### config.mk
export PLATFORM = sky130hd
export DESIGN_NAME = sr_cmd_driver
export DESIGN_NICKNAME = d
export VERILOG_FILES = /design/src/rtl/sr_cmd_driver.sv
export SDC_FILE = /design/constraint.sdc
export NUM_CORES = 1
export LEC_CHECK = 0
export CORE_AREA = 5 5 49 51
export DETAILED_ROUTE_END_ITERATION = 8
export DIE_AREA = 0 0 54 56
export PLACE_DENSITY = 0.81
export REMOVE_ABC_BUFFERS = 1
export SYNTH_ARGS = -nofsm -noshare
export SYNTH_HDL_FRONTEND = slang
export SYNTH_SLANG_ARGS = --single-unit
### constraint.sdc
create_clock -name clk -period 2 [get_ports clk]
set_clock_uncertainty 0.2 [all_clocks]
set_input_delay 0.4 -clock clk [delete_from_list [all_inputs] [get_ports clk]]
set_output_delay 0.4 -clock clk [all_outputs]
set_load 0.02 [all_outputs]
### src/rtl/sr_cmd_driver.sv
// rtl/sr_cmd_driver.sv - command driver for an SR flop with readback, retry and sticky error
module sr_cmd_driver #(
  parameter int CHECK_DLY = 1,  // idle cycles between the s/r pulse and the q_fb sample (1..15)
  parameter int MAX_RETRY = 2   // re-drives allowed after a mismatch before flagging err (0..7)
) (
  input  logic       clk,
  input  logic       rst_n,
  input  logic       cmd_valid,
  input  logic [1:0] cmd_op,
  output logic       cmd_ready,
  output logic       s,
  output logic       r,
  input  logic       q_fb,
  output logic       busy,
  output logic       done,
  output logic       err,
  input  logic       err_clr,
  output logic       q_exp
);

  localparam logic [1:0] OP_NOP   = 2'b00;
  localparam logic [1:0] OP_CLEAR = 2'b01;
  localparam logic [1:0] OP_SET   = 2'b10;

  localparam logic [3:0] DLY_INIT  = 4'(CHECK_DLY - 1);
  localparam logic [2:0] RETRY_MAX = 3'(MAX_RETRY);

  typedef enum logic [2:0] {
    ST_IDLE,
    ST_DRIVE,
    ST_WAIT,
    ST_CHECK,
    ST_ERROR
  } state_t;

  state_t     state_q, state_d;
  logic       target_q, target_d;
  logic [3:0] cnt_q, cnt_d;
  logic [2:0] retry_q, retry_d;
  logic       q_exp_d;
  logic       done_d;
  logic       s_d, r_d, err_d;
  logic       accept;

  // Handshake: only an idle, error-free driver takes a new command.
  always_comb begin
    cmd_ready = (state_q == ST_IDLE) && !err;
    busy      = (state_q != ST_IDLE);
    accept    = cmd_valid && cmd_ready;
  end

  // Next-state and next-output decode; pulse outputs are derived from the
  // next state so s/r/done/err all come straight out of flops.
  always_comb begin
    state_d  = state_q;
    target_d = target_q;
    cnt_d    = cnt_q;
    retry_d  = retry_q;
    q_exp_d  = q_exp;
    done_d   = 1'b0;

    case (state_q)
      ST_IDLE: begin
        if (accept) begin
          if (cmd_op == OP_NOP) begin
            done_d = 1'b1;
          end else begin
            case (cmd_op)
              OP_CLEAR: target_d = 1'b0;
              OP_SET:   target_d = 1'b1;
              default:  target_d = ~q_exp;
            endcase
            retry_d = 3'd0;
            state_d = ST_DRIVE;
          end
        end
      end

      ST_DRIVE: begin
        cnt_d   = DLY_INIT;
        state_d = ST_WAIT;
      end

      ST_WAIT: begin
        if (cnt_q == 4'd0) begin
          state_d = ST_CHECK;
        end else begin
          cnt_d = cnt_q - 4'd1;
        end
      end

      ST_CHECK: begin
        if (q_fb == target_q) begin
          done_d  = 1'b1;
          q_exp_d = target_q;
          state_d = ST_IDLE;
        end else if (retry_q < RETRY_MAX) begin
          retry_d = retry_q + 3'd1;
          state_d = ST_DRIVE;
        end else begin
          state_d = ST_ERROR;
        end
      end

      ST_ERROR: begin
        if (err_clr) begin
          state_d = ST_IDLE;
        end
      end

      default: state_d = ST_IDLE;
    endcase

    // s and r are mutually exclusive by construction: both key off DRIVE
    // and split on a single target bit.
    s_d   = (state_d == ST_DRIVE) && target_d;
    r_d   = (state_d == ST_DRIVE) && !target_d;
    err_d = (state_d == ST_ERROR);
  end

  // State and registered outputs; reset drops any in-flight pulse at once.
  always_ff @(posedge clk or negedge rst_n) begin
    if (!rst_n) begin
      state_q  <= ST_IDLE;
      target_q <= 1'b0;
      cnt_q    <= 4'd0;
      retry_q  <= 3'd0;
      q_exp    <= 1'b0;
      done     <= 1'b0;
      s        <= 1'b0;
      r        <= 1'b0;
      err      <= 1'b0;
    end else begin
      state_q  <= state_d;
      target_q <= target_d;
      cnt_q    <= cnt_d;
      retry_q  <= retry_d;
      q_exp    <= q_exp_d;
      done     <= done_d;
      s        <= s_d;
      r        <= r_d;
      err      <= err_d;
    end
  end

endmodule

==> flow_summary.html, run 1 <==
<table>
<tr><th>Metric</th><th>Value</th></tr>
<tr><th colspan="2">Power and ir drop</th></tr>
<tr><td>Total chip power</td><td>1460 uW</td></tr>
<tr><td>Share of total power in sequential cells</td><td>34.3%</td></tr>
<tr><td>Total internal power</td><td>844 uW</td></tr>
<tr><td>Combinational cell fraction of total power</td><td>54.5%</td></tr>
<tr><td>Net switching fraction of the power</td><td>42.4%</td></tr>
<tr><td>Clock share of power</td><td>11.1%</td></tr>
<tr><td>Leakage power</td><td>0.000517 uW</td></tr>
<tr><td>NetSw</td><td>620 uW</td></tr>
<tr><td>Max VDD drop</td><td>0.778 mV</td></tr>
<tr><td>Ratio of total power to cell area</td><td>1290 nW/um2</td></tr>
<tr><th colspan="2">Synth</th></tr>
<tr><td>Number of standard cells after synthesis</td><td>90</td></tr>
<tr><td>Number of unique standard cell types used by synthesis</td><td>33</td></tr>
<tr><td>Number of synthesis warnings</td><td>0</td></tr>
<tr><td>Syn_area_per_cell</td><td>10.1 um2</td></tr>
<tr><td>Cell area after technology mapping</td><td>908 um2</td></tr>
<tr><td>Post-synthesis sequential area ratio</td><td>44.1%</td></tr>
<tr><td>Post-synthesis register bit count</td><td>16</td></tr>
<tr><td>Cells taking the most area after synthesis</td><td>dfrtp_1 (44%), ha_1 (6.9%), a32o_1 (4.4%)</td></tr>
<tr><td>Cell taking the most area after synthesis</td><td>dfrtp_1</td></tr>
<tr><td>Share of the synthesized area in the top cell type</td><td>44.1%</td></tr>
<tr><th colspan="2">Finish</th></tr>
<tr><td>Most common cell after layout, fill and taps aside</td><td>dfrtp_1</td></tr>
<tr><td>Most frequent cells in the layout</td><td>dfrtp_1 (16), clkdlybuf4s50_1 (11), inv_1 (8), nor2_1 (8), buf_4 (8)</td></tr>
<tr><td>Number of inserted diodes</td><td>0</td></tr>
<tr><td>Combined area of the multi-input logic cells</td><td>457 um2</td></tr>
<tr><td>Register Area</td><td>400 um2</td></tr>
<tr><td># nets final</td><td>125</td></tr>
<tr><td>Filler-free cell count of the finished design</td><td>138</td></tr>
<tr><td>Signed area change from the synthesized netlist to the final layout</td><td>24.5%</td></tr>
<tr><td>Layout cells sized above 1</td><td>15.3%</td></tr>
<tr><td>Filler cell count</td><td>157</td></tr>
<tr><th colspan="2">Global routing</th></tr>
<tr><td>Grt ovf</td><td>0</td></tr>
<tr><td>Initial antenna violation count</td><td>0</td></tr>
<tr><td>Pin count of the biggest net entering global routing</td><td>17</td></tr>
<tr><td>Number of global-route vias before repair</td><td>746</td></tr>
<tr><td>Global-route wire length before repair</td><td>3480 um</td></tr>
<tr><td>Overall global routing resource usage</td><td>15.4%</td></tr>
<tr><th colspan="2">Job</th></tr>
<tr><td>Count of max-cap constraint violations</td><td>0</td></tr>
<tr><th colspan="2">Placed design</th></tr>
<tr><td>Post-Place Cells</td><td>135</td></tr>
<tr><td>Place WS</td><td>-0.0536 ns</td></tr>
<tr><td>HPWL Detailed</td><td>1550 um</td></tr>
<tr><td>Number of buffers added on ports</td><td>13</td></tr>
<tr><td>Placer congestion estimate</td><td>0.817</td></tr>
<tr><th colspan="2">Detailed routing</th></tr>
<tr><td>Average detailed-routed wire length per instance</td><td>14.1 um</td></tr>
<tr><td>Vias after detailed routing</td><td>769</td></tr>
<tr><td>DRC violation count after routing</td><td>0</td></tr>
<tr><td>Routed Antenna Nets</td><td>0</td></tr>
<tr><td>First-pass DRT Iterations</td><td>4</td></tr>
<tr><td>Number of vias per cell</td><td>5.57</td></tr>
<tr><td>DRT iter0 DRCs</td><td>11</td></tr>
<tr><td>Overall routed net length</td><td>1950 um</td></tr>
<tr><th colspan="2">STA</th></tr>
<tr><td>Crit path setup slack, layout</td><td>0.0818 ns</td></tr>
<tr><td>Shortest period the worst path allows</td><td>1.92 ns</td></tr>
<tr><td>Relative max-transition margin</td><td>75.2%</td></tr>
<tr><td>Total count of hold-check failures in the final report</td><td>0</td></tr>
<tr><td>Final setup fails</td><td>0</td></tr>
<tr><td>Transition time at the pin with the least slew margin</td><td>0.370 ns</td></tr>
<tr><td>Pins Over Slew Limit</td><td>0</td></tr>
<tr><td>RSZ-0062 raised after global routing</td><td>no</td></tr>
<tr><td>Highest achievable clock rate</td><td>0.521 GHz</td></tr>
<tr><td>Final worst-path cycle share</td><td>95.9%</td></tr>
<tr><th colspan="2">CTS</th></tr>
<tr><td>CTS H-tree depth</td><td>1</td></tr>
<tr><td>Clk buf depth</td><td>2</td></tr>
<tr><td>Clock-pin slew of the registers on the worst-case setup and hold paths</td><td>0.08 ns</td></tr>
<tr><td>Insertion delay to the later sink of the worst-skew pair</td><td>0.28 ns</td></tr>
<tr><td>TritonCTS clock tree</td><td>built</td></tr>
<tr><td>Number of buffers created by CTS</td><td>3</td></tr>
<tr><td>CTS hold repair buffers</td><td>0</td></tr>
<tr><td>Setup bufs post-CTS</td><td>0</td></tr>
<tr><td>Buffer cell driving the clock tree root</td><td>clkbuf_4</td></tr>
<tr><td>Sinks on Clock Net</td><td>16</td></tr>
<tr><th colspan="2">Min path</th></tr>
<tr><td>Worst hold path class</td><td>in2async</td></tr>
<tr><th colspan="2">Floorplan</th></tr>
<tr><td>Initial cell density of the core</td><td>47.8%</td></tr>
<tr><td># rows</td><td>16</td></tr>
<tr><td>Vertical extent of the die</td><td>56 um</td></tr>
<tr><td>Die X-Extent</td><td>54 um</td></tr>
<tr><td>Full die area</td><td>3020 um2</td></tr>
<tr><td>Top-Level Pins</td><td>14</td></tr>
<tr><td>Core ar.</td><td>1900 um2</td></tr>
<tr><th colspan="2">Setup path</th></tr>
<tr><td>Required @ worst endpoint</td><td>1.40 ns</td></tr>
<tr><td>Count of cells along the worst register-to-register path</td><td>5</td></tr>
<tr><td>Type of destination of the critical path</td><td>primary output</td></tr>
<tr><td>Number of buffer and inverter instances along the worst setup path</td><td>1</td></tr>
<tr><td>Reg-to-reg slack, setup</td><td>0.22 ns</td></tr>
<tr><td>Critical setup path kind</td><td>reg2out</td></tr>
<tr><td>Nature of the critical path startpoint</td><td>register</td></tr>
<tr><td>Arrival @ worst endpoint</td><td>1.32 ns</td></tr>
<tr><td>Largest stage delay on the critical path</td><td>0.63 ns</td></tr>
<tr><td>R2R Path End</td><td>cnt_q[1]$_DFFE_PN0P_</td></tr>
<tr><td>Cells along the critical path</td><td>clkdlybuf4s50_1</td></tr>
<tr><td>Largest fanout of any net on the critical path</td><td>4</td></tr>
<tr><td>Launching point of the worst reg2reg path</td><td>cnt_q[0]$_DFFE_PN0P_</td></tr>
<tr><td>Kind of cell adding the most delay to the critical path</td><td>buffers and inverters</td></tr>
<tr><td>Cell type of the slowest stage on the worst timing path</td><td>clkdlybuf4s50_1</td></tr>
<tr><th colspan="2">Run status</th></tr>
<tr><td>Result of the run</td><td>complete, no violations</td></tr>
</table>
==> cell families after synthesis <==
| logic type | share of synthesized area (%) |
|---|---|
| multiplexers | 1.65 |
| buffers and inverters | 5.65 |
| adder cells (fa/ha/maj) | 6.89 |
| AO/OA/AOI/OAI | 20.0 |
| AND/OR/NAND/NOR | 18.9 |
| flip-flops | 44.1 |
| XOR/XNOR | 2.89 |
==> cells in the mapped netlist <==
master	number
dfrtp_1	16
inv_1	8
nor2_1	8
a21oi_1	5
ha_1	5
nand3_1	5
a32o_1	4
o21ai_0	4
a22o_1	3
a31oi_1	3
and2_1	2
and3_1	2
buf_2	2
nor3_1	2
o2bb2ai_1	2
xnor2_1	2
a22oi_1	1
and3b_1	1
buf_4	1
inv_2	1
mux2_4	1
nand2_1	1
nand3_2	1
nand3b_2	1
nor2b_1	1
nor3_4	1
nor3b_1	1
nor4b_1	1
o311ai_0	1
o32ai_1	1
o41ai_1	1
or3b_1	1
xor2_1	1
==> repair_timing <==
action / CTS / global route
setup endpoints to repair: 2 / 1
gates resized for setup: 4 / 1
gates cloned: 0 / 0
==> power groups by stage <==
stage / Clock, uW / Combinational, uW / Sequential [uW]
floorplan: 0 / 387 / 592
global placement: 0 / 788 / 500
detailed placement: 0 / 820 / 507
CTS: 168 / 810 / 500
global route: 184 / 880 / 517
finish: 163 / 799 / 502
==> worst max-delay path by stage <==
stage | startpoint | to | slack, ns | depth (start not counted)
final | q_exp$_DFFE_PN0P_ | q_exp | 0.08 | 1
after floorplan | state_q[0]$_DFF_PN0_ | cmd_ready | 0.19 | 3
after CTS | state_q[2]$_DFF_PN0_ | cmd_ready | 0.008 | 4
after global routing | state_q[2]$_DFF_PN0_ | cmd_ready | 0.04 | 4
after global placement | state_q[2]$_DFF_PN0_ | cmd_ready | -0.005 | 4
after detailed placement | cmd_op[0] | retry_q[2]$_DFFE_PN0P_ | -0.05 | 6
==> through the flow <==
stage                     area (um2)  hold WS, ns  util (%)  setup TNS (ns)
final                           1130        0.234      59.5               0
after global routing            1130        0.260      59.5               0
after CTS                       1140        0.242      59.8               0
after detailed placement        1110        0.291      58.6          -0.170
after global placement          1110        0.277      58.6        -0.00478
after floorplan                  891      -0.0956         -               0
==> registers in the layout, summed over array words and instances (netlist names) <==
register / cells
cnt_q: 4
retry_q: 3
state_q: 3
done: 1
err: 1
q_exp: 1
r: 1
s: 1
target_q: 1
==> cell type report <==
type                       instances  share of cell area (%)
inverter                           9                    2.99
sequential                        16                    35.4
tap                               27                    2.99
timing repair buffer              21                    16.3
clock buffer                       3                    1.99
multi-input combinational         62                    40.4
==> layer usage <==
layer	vias up	GRT usage (%)	wire [um]	share of wire, %
met2	13	24.2	1010	52
li1	378	-	-	-
met1	374	21.2	881	45
met4	0	5.69	30	1.5
met3	4	1.61	27	1.4
met5	-	0	0	0
(Power assumes the default switching activity.)
==> run 2: changes to the inputs <==
==> constraint.sdc (replaced) <==
create_clock -name clk -period 2 [get_ports clk]
set_clock_uncertainty 0.2 [all_clocks]
set_input_delay 0.4 -clock clk [delete_from_list [all_inputs] [get_ports clk]]
set_output_delay 0.4 -clock clk [all_outputs]
set_load 0.1 [all_outputs]
==> flow_summary.html, run 2 (synthesized netlist as in run 1, its figures left out) <==
<table>
<tr><th>Metric</th><th>Value</th></tr>
<tr><th colspan="2">Floorplan</th></tr>
<tr><td>Full die area</td><td>3020 um2</td></tr>
<tr><td># rows</td><td>16</td></tr>
<tr><td>Top-Level Pins</td><td>14</td></tr>
<tr><td>Core ar.</td><td>1900 um2</td></tr>
<tr><td>Die X-Extent</td><td>54 um</td></tr>
<tr><td>Initial cell density of the core</td><td>47.8%</td></tr>
<tr><td>Vertical extent of the die</td><td>56 um</td></tr>
<tr><th colspan="2">Finish</th></tr>
<tr><td>Total non-filler cell area in the finished layout</td><td>1220 um2</td></tr>
<tr><td>Most flops, register</td><td>cnt_q</td></tr>
<tr><td>Signed area change from the synthesized netlist to the final layout</td><td>34.4%</td></tr>
<tr><td>Biggest regs</td><td>cnt_q: 4 flops, retry_q: 3 flops, state_q: 3 flops</td></tr>
<tr><td>Most common cell after layout, fill and taps aside</td><td>dfrtp_1</td></tr>
<tr><td>Most frequent cells in the layout</td><td>dfrtp_1 (16), inv_1 (8), nor2_1 (7), buf_12 (7), buf_4 (7)</td></tr>
<tr><td># nets final</td><td>124</td></tr>
<tr><td>Layout cells sized above 1</td><td>21.6%</td></tr>
<tr><td>Largest register FFs</td><td>4</td></tr>
<tr><td>Number of inserted diodes</td><td>0</td></tr>
<tr><th colspan="2">Global routing</th></tr>
<tr><td>Overall global routing resource usage</td><td>17.2%</td></tr>
<tr><td>Grt ovf</td><td>0</td></tr>
<tr><td>Number of global-route vias before repair</td><td>809</td></tr>
<tr><td>Global-route wire length before repair</td><td>3790 um</td></tr>
<tr><td>Pin count of the biggest net entering global routing</td><td>17</td></tr>
<tr><td>Initial antenna violation count</td><td>0</td></tr>
<tr><th colspan="2">Power and ir drop</th></tr>
<tr><td>Max VDD drop</td><td>1.21 mV</td></tr>
<tr><td>Leakage power</td><td>0.000554 uW</td></tr>
<tr><td>Ratio of total power to cell area</td><td>1760 nW/um2</td></tr>
<tr><th colspan="2">Placed design</th></tr>
<tr><td>Number of buffers added on ports</td><td>13</td></tr>
<tr><td>HPWL Detailed</td><td>1630 um</td></tr>
<tr><td>Cell area reported after detailed placement</td><td>1150 um2</td></tr>
<tr><td>Place WS</td><td>-0.0646 ns</td></tr>
<tr><td>Placer congestion estimate</td><td>0.779</td></tr>
<tr><th colspan="2">Setup path</th></tr>
<tr><td>Cell type of the slowest stage on the worst timing path</td><td>dfrtp_1</td></tr>
<tr><td>Nature of the critical path startpoint</td><td>register</td></tr>
<tr><td>Largest stage delay on the critical path</td><td>0.43 ns</td></tr>
<tr><td>Largest fanout of any net on the critical path</td><td>2</td></tr>
<tr><td>Arrival @ worst endpoint</td><td>1.35 ns</td></tr>
<tr><td>Type of destination of the critical path</td><td>primary output</td></tr>
<tr><td>Critical setup path kind</td><td>reg2out</td></tr>
<tr><td>Required @ worst endpoint</td><td>1.40 ns</td></tr>
<tr><td>Cells along the critical path</td><td>nor3_4 -&gt; inv_2 -&gt; nor2_4 -&gt; buf_12</td></tr>
<tr><th colspan="2">STA</th></tr>
<tr><td>Relative max-transition margin</td><td>73.0%</td></tr>
<tr><td>Final worst-path cycle share</td><td>97.4%</td></tr>
<tr><td>RSZ-0062 raised after global routing</td><td>yes</td></tr>
<tr><td>Shortest period the worst path allows</td><td>1.95 ns</td></tr>
<tr><td>Highest achievable clock rate</td><td>0.514 GHz</td></tr>
<tr><td>Crit path setup slack, layout</td><td>0.0526 ns</td></tr>
<tr><td>Pins Over Slew Limit</td><td>0</td></tr>
<tr><td>Transition time at the pin with the least slew margin</td><td>0.404 ns</td></tr>
<tr><td>Total count of hold-check failures in the final report</td><td>0</td></tr>
<tr><td>Final setup fails</td><td>0</td></tr>
<tr><th colspan="2">Detailed routing</th></tr>
<tr><td>DRC violation count after routing</td><td>0</td></tr>
<tr><td>Number of vias per cell</td><td>6.01</td></tr>
<tr><td>Vias after detailed routing</td><td>829</td></tr>
<tr><td>Overall routed net length</td><td>2210 um</td></tr>
<tr><td>Average detailed-routed wire length per instance</td><td>16.0 um</td></tr>
<tr><td>DRT iter0 DRCs</td><td>22</td></tr>
<tr><td>Routed Antenna Nets</td><td>0</td></tr>
<tr><td>First-pass DRT Iterations</td><td>4</td></tr>
<tr><th colspan="2">CTS</th></tr>
<tr><td>Buffer cell driving the clock tree root</td><td>clkbuf_4</td></tr>
<tr><td>Insertion delay to the later sink of the worst-skew pair</td><td>0.30 ns</td></tr>
<tr><td>TritonCTS clock tree</td><td>built</td></tr>
<tr><td>Clk buf depth</td><td>2</td></tr>
<tr><td>CTS H-tree depth</td><td>1</td></tr>
<tr><td>Clock-pin slew of the registers on the worst-case setup and hold paths</td><td>0.10 ns</td></tr>
<tr><td>Number of buffers created by CTS</td><td>3</td></tr>
<tr><td>Sinks on Clock Net</td><td>16</td></tr>
<tr><td>CTS hold repair buffers</td><td>0</td></tr>
<tr><th colspan="2">Min path</th></tr>
<tr><td>Worst hold path class</td><td>in2async</td></tr>
<tr><th colspan="2">Job</th></tr>
<tr><td>Count of max-cap constraint violations</td><td>0</td></tr>
<tr><th colspan="2">Run status</th></tr>
<tr><td>Result of the run</td><td>complete, no violations</td></tr>
</table>
[run 2: cell types whose count changed in the layout (fill, tap and decap cells not counted), sizes merged]
cell / previous run / this run
dlygate4sd2: 1 / 0
buf: 9 / 14
clkdlybuf4s50: 11 / 6
clkbuf: 3 / 4
[run 2: final cells by class]
cell class	instances	area [um2]
Fill cell	144	681
Multi-Input combinational cell	62	464
Sequential cell	16	400
Timing Repair Buffer	20	253
Clock buffer	4	36.3
Inverter	9	33.8
Tap cell	27	33.8
[run 2: per-layer routing]
metal	GRT usage [%]	share of wire, %	vias up
met5	0	0	-
met4	12.1	5.1	0
met3	3.22	4.9	10
met2	25.6	50	33
met1	21.5	40	410
li1	-	-	376
[run 2: worst paths after layout]
check / startpoint / to / slack [ns] / cells after the start
max in group asynchronous: rst_n / r$_DFF_PN0_ / 1.20 / 2
min: rst_n / cnt_q[1]$_DFFE_PN0P_ / 0.22 / 2
min reg2reg: retry_q[2]$_DFFE_PN0P_ / retry_q[2]$_DFFE_PN0P_ / 0.34 / 1
max: state_q[0]$_DFF_PN0_ / cmd_ready / 0.05 / 4
min in group clk: retry_q[2]$_DFFE_PN0P_ / retry_q[2]$_DFFE_PN0P_ / 0.34 / 1
max reg2reg: cnt_q[0]$_DFFE_PN0P_ / cnt_q[1]$_DFFE_PN0P_ / 0.15 / 5
[run 2: timing repair]
| action | 4_1_cts | 5_1_grt |
|---|---|---|
| pin swaps | 1 | 2 |
| gates resized for setup | 1 | 1 |
| endpoints found under the setup margin | 1 | 1 |
| setup buffers | 1 | 2 |
[run 2: metrics by stage]
stage | std cells | utilization [%] | hold WS (ns) | total power (uW) | TNS (ns)
after detailed placement | 131 | 60.7 | 0.322 | 1860 | -0.158
final | 138 | 64.2 | 0.216 | 2160 | 0
after floorplan | 87 | - | -0.0956 | 1360 | -1.94
after global placement | 131 | 60.7 | 0.278 | 1810 | 0
after CTS | 136 | 63.2 | 0.226 | 2110 | 0
after global routing | 138 | 64.2 | 0.238 | 2250 | -0.00812
[run 2: critical path: cells and delay by family (launching register included)]
kind | cells | cell delay (ns)
flip-flops | 1 | 0.43
AND/OR/NAND/NOR | 2 | 0.36
buffers and inverters | 2 | 0.26
[run 2: report_power, final]
| group | internal [uW] | switching, uW | total, uW |
|---|---|---|---|
| sequential | 419 | 107 | 526 |
| clock | 111 | 112 | 223 |
| combinational | 523 | 883 | 1410 |
| total | 1050 | 1100 | 2160 |
==> run 3: changes to the inputs <==
Settings changed: ABC_CLOCK_PERIOD_IN_PS set to 2000.
==> results of run 3 <==
Same layout as run 2: the final DEF is identical, and so are final timing and power.
